===== src/rtl/jsilicon_pkg.sv =====
// jsilicon_pkg: shared widths and scheduler state encoding
package jsilicon_pkg;
    localparam int OP_W   = 3;
    localparam int OPND_W = 8;
    localparam int RES_W  = 16;
    localparam int REQ_W  = 1;
    typedef enum logic [2:0] {
        IDLE, ISSUE, WAIT_ALU, TX_HI, TX_HI_WAIT, TX_LO, TX_LO_WAIT, DONE
    } state_t;
endpackage


===== src/rtl/rr_arbiter2.sv =====
// rr_arbiter2: two-way round-robin arbiter; last_grant only moves on an accepted grant
module rr_arbiter2
    import jsilicon_pkg::*;
(
    input  logic             clock,
    input  logic             reset,
    input  logic [1:0]       valid,
    input  logic             accept,
    output logic [REQ_W-1:0] grant,
    output logic             grant_valid
);
    logic [REQ_W-1:0] last_grant;
    assign grant       = &valid ? ~last_grant : valid[1];
    assign grant_valid = |valid;
    // resets to 1 so requester 0 wins the first tie
    always_ff @(posedge clock) begin
        if (reset)
            last_grant <= 1'b1;
        else if (accept)
            last_grant <= grant;
    end
endmodule


===== src/rtl/alu_uart_scheduler.sv =====
// alu_uart_scheduler: arbitrates two requesters onto one ALU and optionally streams
// the 16-bit result over UART (high byte first) before answering the winner
module alu_uart_scheduler
    import jsilicon_pkg::*;
#(
    parameter int ALU_LAT = 1
) (
    input  logic              clock,
    input  logic              reset,
    input  logic              req0_valid,
    output logic              req0_ready,
    input  logic [OPND_W-1:0] req0_a,
    input  logic [OPND_W-1:0] req0_b,
    input  logic [OP_W-1:0]   req0_op,
    input  logic              req1_valid,
    output logic              req1_ready,
    input  logic [OPND_W-1:0] req1_a,
    input  logic [OPND_W-1:0] req1_b,
    input  logic [OP_W-1:0]   req1_op,
    input  logic              tx_enable,
    output logic [OPND_W-1:0] alu_a,
    output logic [OPND_W-1:0] alu_b,
    output logic [OP_W-1:0]   alu_op,
    output logic              alu_start,
    input  logic [RES_W-1:0]  alu_result,
    output logic [7:0]        uart_data,
    output logic              uart_start,
    input  logic              uart_busy,
    output logic              resp_valid,
    output logic [REQ_W-1:0]  resp_id,
    output logic [RES_W-1:0]  resp_result,
    output logic              busy
);
    state_t state, next;
    logic [2:0] cnt;
    logic tx_lat, first, grant_valid, accept;
    logic [REQ_W-1:0] grant;

    rr_arbiter2 arb (
        .clock(clock),
        .reset(reset),
        .valid({req1_valid, req0_valid}),
        .accept(accept),
        .grant(grant),
        .grant_valid(grant_valid)
    );

    assign accept     = state == IDLE && grant_valid;
    assign req0_ready = accept && grant == 1'b0;
    assign req1_ready = accept && grant == 1'b1;
    assign resp_valid = state == DONE;
    assign busy       = state != IDLE;

    always_ff @(posedge clock) begin
        if (reset)
            state <= IDLE;
        else
            state <= next;
    end

    always_comb begin
        next       = state;
        alu_start  = 1'b0;
        uart_start = 1'b0;
        uart_data  = state == TX_HI ? resp_result[15:8] : state == TX_LO ? resp_result[7:0] : 8'h00;
        case (state)
            IDLE:       next = accept ? ISSUE : IDLE;
            ISSUE: begin
                alu_start = 1'b1;
                next      = WAIT_ALU;
            end
            WAIT_ALU:   next = cnt != 3'd0 ? WAIT_ALU : tx_lat ? TX_HI : DONE;
            TX_HI, TX_LO: begin
                uart_start = !uart_busy;
                next       = uart_busy ? state : state == TX_HI ? TX_HI_WAIT : TX_LO_WAIT;
            end
            // the UART raises busy one cycle late, so the first wait cycle is blind
            TX_HI_WAIT: next = !first && !uart_busy ? TX_LO : TX_HI_WAIT;
            TX_LO_WAIT: next = !first && !uart_busy ? DONE : TX_LO_WAIT;
            DONE:       next = IDLE;
            default:    next = IDLE;
        endcase
    end

    always_ff @(posedge clock) begin
        if (reset) begin
            alu_a       <= '0;
            alu_b       <= '0;
            alu_op      <= '0;
            resp_id     <= '0;
            resp_result <= '0;
            tx_lat      <= 1'b0;
            cnt         <= 3'd0;
            first       <= 1'b0;
        end else begin
            if (accept) begin
                alu_a   <= grant ? req1_a : req0_a;
                alu_b   <= grant ? req1_b : req0_b;
                alu_op  <= grant ? req1_op : req0_op;
                resp_id <= grant;
                tx_lat  <= tx_enable;
            end
            if (state == ISSUE)
                cnt <= 3'(ALU_LAT - 1);
            if (state == WAIT_ALU && cnt == 3'd0)
                resp_result <= alu_result;
            else if (state == WAIT_ALU)
                cnt <= cnt - 3'd1;
            first <= uart_start;
        end
    end
endmodule

===== config.mk =====
export PLATFORM = sky130hd
export DESIGN_NAME = alu_uart_scheduler
export DESIGN_NICKNAME = d
export VERILOG_FILES = /design/src/rtl/jsilicon_pkg.sv /design/src/rtl/rr_arbiter2.sv /design/src/rtl/alu_uart_scheduler.sv
export SDC_FILE = /design/constraint.sdc
export NUM_CORES = 1
export LEC_CHECK = 0
export BUFFER_PORTS_ARGS = -buffer_cell sky130_fd_sc_hd__buf_4
export CORE_UTILIZATION = 40
export DETAILED_ROUTE_END_ITERATION = 8
export MAX_ROUTING_LAYER = met4
export PLACE_DENSITY = 0.83
export SYNTH_ARGS = -nofsm -noshare
export SYNTH_HDL_FRONTEND = slang
export SYNTH_SLANG_ARGS = --single-unit

===== constraint.sdc =====
create_clock -name clock -period 1.9 [get_ports clock]
set_input_delay 0.285 -clock clock [delete_from_list [all_inputs] [get_ports clock]]
set_output_delay 0.285 -clock clock [all_outputs]
set_load 0.02 [all_outputs]

==> results of run 1 <==
==> cell families (layout without fill, tap and decap cells) <==
group,count (synthesis),count (layout)
AOI/OAI and AO/OA,99,99
adders and majority gates,2,2
buffers and inverters,28,132
DFF,45,45
muxes,1,1
and+or+nand+nor,54,54
==> per-layer routing <==
layer,share of wire (%),global-route usage (%),up-vias
met3,3.9,4.47,12
met4,2.1,10.5,0
li1,-,-,1084
met5,0,-,-
met1,41,29.5,1073
met2,53,38.7,54
==> placed cells by master (no fill, tap or decap) <==
| cell type | instances |
|---|---|
| a211o_1 | 1 |
| a21boi_1 | 1 |
| a21oi_1 | 23 |
| a21oi_2 | 1 |
| a22oi_1 | 10 |
| a31oi_1 | 2 |
| a32oi_1 | 19 |
| and2_1 | 1 |
| and2b_2 | 1 |
| and3_1 | 2 |
| buf_4 | 120 |
| clkbuf_1 | 3 |
| clkbuf_8 | 5 |
| dfxtp_1 | 42 |
| dfxtp_2 | 3 |
| ha_1 | 2 |
| inv_1 | 4 |
| mux2i_1 | 1 |
| nand2b_1 | 3 |
| nand3_1 | 19 |
| nand4b_1 | 1 |
| nor2_1 | 5 |
| nor2b_1 | 13 |
| nor3_4 | 1 |
| nor3b_4 | 1 |
| nor4bb_1 | 1 |
| o211ai_1 | 3 |
| o21a_1 | 1 |
| o21ai_0 | 8 |
| o21ai_1 | 10 |
| o21bai_1 | 1 |
| o2bb2ai_1 | 19 |
| or2_1 | 1 |
| or3_1 | 1 |
| or3b_1 | 2 |
| or4b_1 | 2 |
==> power by group <==
part | internal (mW) | switching (mW) | leakage [nW] | total, mW
sequential | 1.19 | 0.231 | 0.369 | 1.42
combinational | 0.777 | 0.980 | 0.849 | 1.76
clock | 0.262 | 0.304 | 0.0395 | 0.566
==> critical path, cell delays in order, from the launching register on <==
cell     delay (ns)
dfxtp_2        0.46
nor2b_1        0.16
buf_4          0.17
a22oi_1        0.09
nor2b_1        0.15
buf_4          0.16
==> path summary, 6_finish.rpt <==
check | startpoint | end | slack (ns)
worst min register to register | alu_a[0] | alu_a[0] | 0.47
worst max-delay path | state[1] | uart_data[3] | 0.12
worst min-delay path | alu_result[13] | resp_result[13] | 0.25
worst max register to register | state[1] | resp_result[2] | 0.37
==> flip-flops by register name, indices dropped and copies added (netlist names) <==
name	cells
alu_b	8
first	1
arb.last_grant	1
resp_id	1
tx_lat	1
alu_op	3
alu_a	8
resp_result	16
cnt	3
state	3
==> what timing repair did <==
item,CTS,global route
resized for setup,1,4
cloned,0,0
setup buffers,0,0
setup endpoints to repair,1,13
==> layout make-up <==
type	count	share of cell area, %
Inverter	4	0.492
Tap cell	67	2.75
Clock buffer	8	2.62
Multi-Input combinational cell	156	35.0
Timing Repair Buffer	120	29.5
Sequential cell	45	29.6
==> results by group, run 1 <==
Min path
  – Hold path depth: 3
  – Tightest Hold Check Type: primary input to register

STA
  – Peak Freq: 562 MHz
  – Worst Tran Pin Value: 0.309 ns
  – Period utilization: 93.6%
  – Fin. max-slew vios: 0
  – RSZ-0062 raised after global routing: no
  – Rel. slew slack: 79.3%
  – Hold Violations, Final: 0
  – PnR worst setup slack: 0.121 ns
  – Setup TNS: 0 ns
  – Minimum clock period after layout: 1.78 ns
  – Fin Hold WS: 0.252 ns
  – Setup violations, final: 0
  – Clock skew: 0.00954 ns

Global routing
  – First-pass GRT wire length: 9870 µm
  – Gr ovfl total: 0
  – Total GRT Usage: 24.1%
  – Largest net degree at the start of global routing: 29
  – Vias in the first global route: 2080
  – Initial antenna violation count: 0

Place
  – Placed cell areas: 0.00296 mm²
  – Port Buffers: 109
  – Post-DP HPWL: 4610 µm
  – Placer Congestion: 0.868
  – Total placed cells including tap cells: 392
  – Place WS: 0.288 ns

Final layout
  – Syn-to-layout area delta: 46.0%
  – Final Cell Area: 0.00305 mm²
  – Nets: 394
  – Layout Utilization: 62.6%
  – Register Area: 905 µm²
  – Fillers: 448
  – ANT cells: 0
  – Multi-input gate area: 0.00107 mm²
  – Share of layout cells above drive strength 1: 39.6%
  – Final Non-Filler Cells: 400

Yosys
  – Synthesized instance count: 229
  – Ys async rst share: 0%
  – Mux cell area share after synthesis: 0.479%
  – Yosys warning count: 0
  – Simple-gate portion of the synthesized area: 16.2%
  – Leading area contributor after synthesis: dfxtp_1
  – #FFs+latches synth: 45
  – Post-synth net total: 291
  – Avg Synthesized Cell Area: 9.13 µm²
  – Sequential share of the synthesized area: 43.1%
  – Post-synth EDFFs: 0
  – Netlist cell types: 36
  – Adder-cell share of the synthesized area: 1.20%
  – Synth top area share: 43.1%
  – Area contributors post-synth: dfxtp_1 43%, a32oi_1 8.0%, o2bb2ai_1 8.0%
  – Largest family of logic cells by synthesized area: compound AO/OA/AOI/OAI gates
  – Count leader, synth: dfxtp_1
  – Post-synth top cells: 45 x dfxtp_1, 23 x a21oi_1, 19 x a32oi_1, 19 x nand3_1, 19 x o2bb2ai_1
  – Compound-Gate Fraction of Synth Area: 32.9%
  – Synthesized area: 0.00209 mm²
  – Post-synth top flop: dfxtp_1
  – Post-Synth XOR/XNOR Area: 0%

Clock tree
  – Clock Pin Slew Worst Setup and Hold Paths: 0.08 ns
  – CTS max path bufs: 2
  – TritonCTS buffer count: 5
  – H-tree levels: 2
  – Root Buffer: clkbuf_8
  – TritonCTS clock tree: yes
  – Clock sinks: 45
  – Hold buffers post-CTS: 0
  – Clk_lat worst skew: 0.30 ns

Routing
  – Routed vias: 2223
  – WL final: 6280 µm
  – Starting DRT DRC Count: 155
  – Wire per inst: 15.7 µm
  – DRT Pass-1 Iters: 4
  – Post-detailed-route count of antenna-violating nets: 0
  – DR vias/cell: 5.56
  – DRC Markers: 0

Floorplanning
  – Die area: 0.00552 mm²
  – Die Height: 74.3 µm
  – IO Pins: 110
  – Die width: 74.3 µm
  – Initial core utilization: 42.8%
  – Site Rows: 25
  – Core ar.: 0.00488 mm²

Power
  – Static Leak: 1.26 nW
  – Peak supply drop: 0.000695 V
  – Tot Pwr: 3.74 mW
  – PD cells: 1230 mW/mm²

Setup path
  – Critical Path RT: 1.62 ns
  – Critical Path AT: 1.49 ns
  – Worst reg-to-reg path cell count: 4
  – Critical path type: register to output port
  – CP Capture Type: output port
  – Crit path launch type: register
  – Worst-path fanout max: 13

Flow run
  – Number of max-cap violations: 0

Status
  – Outcome: completed
No activity file was read; power rests on OpenSTA's default activity.
==> run 2: changes to the inputs <==
BUFFER_PORTS_ARGS = -buffer_cell sky130_fd_sc_hd__buf_2   (was -buffer_cell sky130_fd_sc_hd__buf_4)
TNS_END_PERCENT = 100   (was default)
clock period = 1.7 ns   (was 1.9 ns; I/O delays follow)
==> run 2 against run 1 <==
Compared with the run above: the run now ends with negative setup slack left; register-to-register slack lost 0.22 ns; critical path depth is the same; flip-flop and latch count is the same; clock-buffer cell count shrank 3; critical path type unchanged; largest cell class unchanged.
==> results by group, run 2 (synthesis gave the netlist of run 1 again) <==
Clock tree
  – Clk_lat worst skew: 0.30 ns
  – Clock Pin Slew Worst Setup and Hold Paths: 0.09 ns
  – Clock sinks: 45
  – Root Buffer: clkbuf_8
  – TritonCTS clock tree: yes
  – TritonCTS buffer count: 5
  – CTS max path bufs: 2
  – H-tree levels: 2

Flow run
  – Number of max-cap violations: 0

STA
  – Clock skew: 0.00714 ns
  – RSZ-0062 raised after global routing: yes
  – Fin Hold WS: 0.199 ns
  – Setup violations, final: 1
  – Setup TNS: -0.0112 ns
  – Minimum clock period after layout: 1.71 ns
  – Peak Freq: 584 MHz
  – PnR worst setup slack: -0.0112 ns
  – Fin. max-slew vios: 0
  – Period utilization: 101%
  – Worst Tran Pin Value: 0.850 ns
  – Hold Violations, Final: 0
  – Rel. slew slack: 43.4%

Floorplanning
  – Die Height: 74.3 µm
  – Die width: 74.3 µm
  – Initial core utilization: 42.8%
  – Core ar.: 0.00488 mm²
  – IO Pins: 110
  – Die area: 0.00552 mm²
  – Site Rows: 25

Final layout
  – ANT cells: 0
  – Fillers: 448
  – Most frequent cells in the layout: 104 x buf_2, 42 x dfxtp_1, 23 x a21oi_1, 23 x buf_4
  – Nets: 405
  – Most common cell after layout, fill and taps aside: buf_2
  – Max reg flops: 16
  – Syn-to-layout area delta: 39.5%
  – Top reg by flops: resp_result
  – Register Area: 912 µm²
  – Final Cell Area: 0.00292 mm²
  – Regs by FF count: resp_result (16), alu_a (8), alu_b (8)
  – Layout Utilization: 59.8%
  – Share of layout cells above drive strength 1: 43.0%
  – Multi-input gate area: 0.00109 mm²

Setup path
  – Worst-path fanout max: 8
  – Critical path type: register to output port
  – R2r endpoint: resp_result[10]
  – CP Capture Type: output port
  – Critical Path RT: 1.44 ns
  – Crit path launch type: register
  – Worst setup endpoint: uart_data[2]
  – Worst reg-to-reg path cell count: 6
  – Critical Path AT: 1.46 ns
  – R2R Setup Slk: 0.15 ns
  – Crit Reg-Reg Startpoint: cnt[0]
  – Crit. Startpoint: state[1]

Status
  – Failing checks: negative setup slack
  – Outcome: complete, but fails checks

Global routing
  – Gr ovfl total: 0
  – Vias in the first global route: 2202
  – Largest net degree at the start of global routing: 27
  – Initial antenna violation count: 0
  – First-pass GRT wire length: 9800 µm
  – Total GRT Usage: 23.7%

Routing
  – Starting DRT DRC Count: 145
  – Wire per inst: 15.6 µm
  – DRC Markers: 0
  – Routed vias: 2290
  – WL final: 6410 µm
  – Post-detailed-route count of antenna-violating nets: 0
  – DRT Pass-1 Iters: 4
  – DR vias/cell: 5.57

Power
  – Static Leak: 1.27 nW
  – Peak supply drop: 0.000653 V
  – PD cells: 1470 mW/mm²

Place
  – Placer Congestion: 0.842
  – Post-DP HPWL: 4600 µm
  – Place WS: 0.118 ns
  – Port Buffers: 109
  – Placed cell areas: 0.00273 mm²

Min path
  – Tightest Hold Check Type: primary input to register
  – Hold path depth: 3
-- run 2: changes by cell type in the layout (fill, tap and decap cells not counted), sizes merged --
| cell | previous run | this run |
|---|---|---|
| clkinv | 0 | 2 |
| buf | 120 | 130 |
| and2b | 1 | 2 |
| clkbuf | 8 | 5 |
| clkinvlp | 0 | 1 |
-- run 2: how the worst min path moves through the flow --
stage,slack [ns],to,start
after detailed placement,0.45,alu_a[0],alu_a[0]
after global placement,0.44,alu_a[5],alu_a[5]
final,0.20,resp_result[8],alu_result[8]
after CTS,0.19,resp_result[6],alu_result[6]
after global routing,0.21,resp_result[9],alu_result[9]
after floorplan,0.40,resp_result[0],alu_result[0]
-- run 2: routing by layer --
layer | vias to the layer above | wire (µm) | GRT usage [%]
met2 | 63 | 3320 | 40.6
met3 | 11 | 220 | 3.25
met4 | 0 | 125 | 10.5
li1 | 1102 | - | -
met5 | - | 0 | -
met1 | 1114 | 2740 | 27.7
-- run 2: where the power goes --
part / internal, mW / switching (mW) / leakage (nW)
clock: 0.284 / 0.370 / 0.0439
sequential: 1.34 / 0.233 / 0.370
combinational: 0.871 / 1.19 / 0.854
-- run 2: final cells by class --
class / count / share of cell area, %
Multi-Input combinational cell: 157 / 37.5
Sequential cell: 45 / 31.3
Timing Repair Buffer: 130 / 24.9
Tap cell: 67 / 2.87
Clock buffer: 5 / 2.36
Clock inverter: 3 / 0.601
Inverter: 4 / 0.515
-- run 2: critical path: stages, from the launching register on --
cell	delay [ns]
dfxtp_4	0.39
nor2b_4	0.16
buf_2	0.17
a22oi_1	0.11
nor2b_1	0.16
buf_4	0.17
-- run 2: through the flow --
step / power, mW / instances
2_1_floorplan: 2.75 / 229
3_3_place_gp: 3.34 / 398
3_5_place_dp: 3.39 / 398
4_1_cts: 4.10 / 407
5_1_grt: 4.51 / 411
6_report: 4.29 / 411
-- run 2: what timing repair did --
item | in CTS | in global routing
pin swaps | 0 | 1
cloned | 0 | 2
buffers inserted | 1 | 2
hold buffers | 0 | 0
gates resized for setup | 5 | 18
setup endpoints to repair | 12 | 13
==> run 3: changes to the inputs <==
MAX_ROUTING_LAYER = default   (was met4)
PLACE_DENSITY = 0.72   (was 0.83)
SLEW_MARGIN = 30   (was default)
==> run 3 against run 2 <==
Compared with the run above: the run now ends clean; first-iteration DRC count grew 27%; setup slack better by 0.053 ns; fmax is 3.2% higher; clock power grew 27%; sequential power about the same; critical endpoint is now req0_ready; largest power group unchanged.
==> results by group, run 3 (synthesis gave the netlist of run 1 again) <==
Power
  – Switch share: 39.4%
  – Peak supply drop: 0.000645 V
  – Pint: 2.70 mW
  – PD cells: 1520 mW/mm²
  – Sequential Power Share: 34.6%
  – Tot Pwr: 4.46 mW
  – Clock power frac: 18.6%
  – Combinational share of power: 46.7%
  – Net switching power: 1.76 mW
  – Static Leak: 1.28 nW

STA
  – Worst Tran Pin Value: 0.354 ns
  – Hold Violations, Final: 0
  – RSZ-0062 raised after global routing: yes
  – Setup violations, final: 0
  – Minimum clock period after layout: 1.66 ns
  – Period utilization: 97.6%
  – Fin. max-slew vios: 0
  – Peak Freq: 603 MHz
  – PnR worst setup slack: 0.0416 ns
  – Rel. slew slack: 76.3%
  – Clock skew: 0.00487 ns

Place
  – Placer Congestion: 0.783
  – Post-DP HPWL: 4310 µm
  – Place WS: -0.00696 ns
  – Total placed cells including tap cells: 395
  – Port Buffers: 109
  – Placed cell areas: 0.00271 mm²

Status
  – Outcome: completed

Routing
  – WL final: 6140 µm
  – DRC Markers: 0
  – Routed vias: 2218
  – DR vias/cell: 5.41
  – Post-detailed-route count of antenna-violating nets: 0
  – DRT Pass-1 Iters: 4
  – Wire per inst: 15.0 µm
  – Starting DRT DRC Count: 184

Global routing
  – Largest net degree at the start of global routing: 26
  – Vias in the first global route: 1958
  – Gr ovfl total: 0
  – First-pass GRT wire length: 9520 µm
  – Initial antenna violation count: 0
  – Total GRT Usage: 22.3%

Final layout
  – Regs by FF count: resp_result (16), alu_a (8), alu_b (8)
  – Final Cell Area: 0.00294 mm²
  – Most common cell after layout, fill and taps aside: buf_2
  – Max reg flops: 16
  – Share of layout cells above drive strength 1: 42.6%
  – Final Non-Filler Cells: 410
  – Nets: 404
  – ANT cells: 0
  – Syn-to-layout area delta: 40.5%
  – Most frequent cells in the layout: 107 x buf_2, 42 x dfxtp_1, 23 x a21oi_1
  – Top reg by flops: resp_result

Floorplanning
  – IO Pins: 110
  – Die area: 0.00552 mm²
  – Core ar.: 0.00488 mm²
  – Die width: 74.3 µm
  – Initial core utilization: 42.8%
  – Site Rows: 25
  – Die Height: 74.3 µm

Clock tree
  – CTS max path bufs: 2
  – Clock sinks: 45
  – TritonCTS clock tree: yes
  – Clk_lat worst skew: 0.29 ns
  – H-tree levels: 2
  – Root Buffer: clkbuf_8
  – Clock Pin Slew Worst Setup and Hold Paths: 0.08 ns
  – TritonCTS buffer count: 5

Setup path
  – Critical Path AT: 1.40 ns
  – Crit path launch type: register
  – Worst-path fanout max: 7
  – Critical path type: register to output port
  – CP Capture Type: output port
  – Critical Path RT: 1.44 ns

Flow run
  – Number of max-cap violations: 0

Min path
  – Tightest Hold Check Type: primary input to register
run 3: what timing repair did:
action | in CTS | in global routing
hold buffers | 0 | 0
hold endpoints to repair | 0 | 0
buffers inserted | 4 | 2
cloned | 0 | 1
endpoints found under the setup margin | 13 | 13
resized for setup | 8 | 8
pin swaps | 1 | 2
run 3: path summary, 6_finish.rpt:
path | start | to | slack, ns | cells after the start
worst max register to register | cnt[0] | resp_result[5] | 0.13 | 6
worst min-delay path | reset | resp_id | 0.19 | 2
worst min register to register | alu_a[1] | alu_a[1] | 0.46 | 1
worst max-delay path | state[0] | req0_ready | 0.04 | 4
run 3: per-layer routing:
layer  up-vias  global-route usage [%]  wire, µm
li1       1102                       -         -
met1      1058                    31.8      2880
met2        51                    34.4      2950
met3         7                    4.34       255
met4         0                    6.08        65
met5         -                       0         0
run 3: layout make-up:
class / count / area [µm²]
inverter: 4 / 15.0
tap: 67 / 83.8
fill: 449 / 1940
sequential: 45 / 912
clock buffer: 7 / 86.3
timing repair buffer: 129 / 721
multi-input combinational: 157 / 1090
clock inverter: 1 / 30.0
run 3: per-stage QoR:
stage | hold WS, ns | utilization, % | TNS, ns
global placement | 0.442 | 55.6 | 0
CTS | 0.183 | 59.0 | 0
global route | 0.189 | 60.2 | -0.0194
finish | 0.189 | 60.2 | 0
floorplan | 0.403 | - | 0
detailed placement | 0.443 | 55.6 | -0.0106
run 3: power groups by stage:
stage | Sequential (mW) | Clock [mW] | Combinational (mW)
2_1_floorplan | 1.74 | 0 | 1.00
3_3_place_gp | 1.53 | 0 | 1.76
3_5_place_dp | 1.54 | 0 | 1.78
4_1_cts | 1.54 | 0.847 | 1.94
5_1_grt | 1.58 | 0.887 | 2.25
6_report | 1.54 | 0.830 | 2.08
run 3: worst max-delay path: stages (launching register included):
cell,delay [ns]
dfxtp_4,0.38
buf_12,0.13
nor3_4,0.25
and3_1,0.22
buf_6,0.13
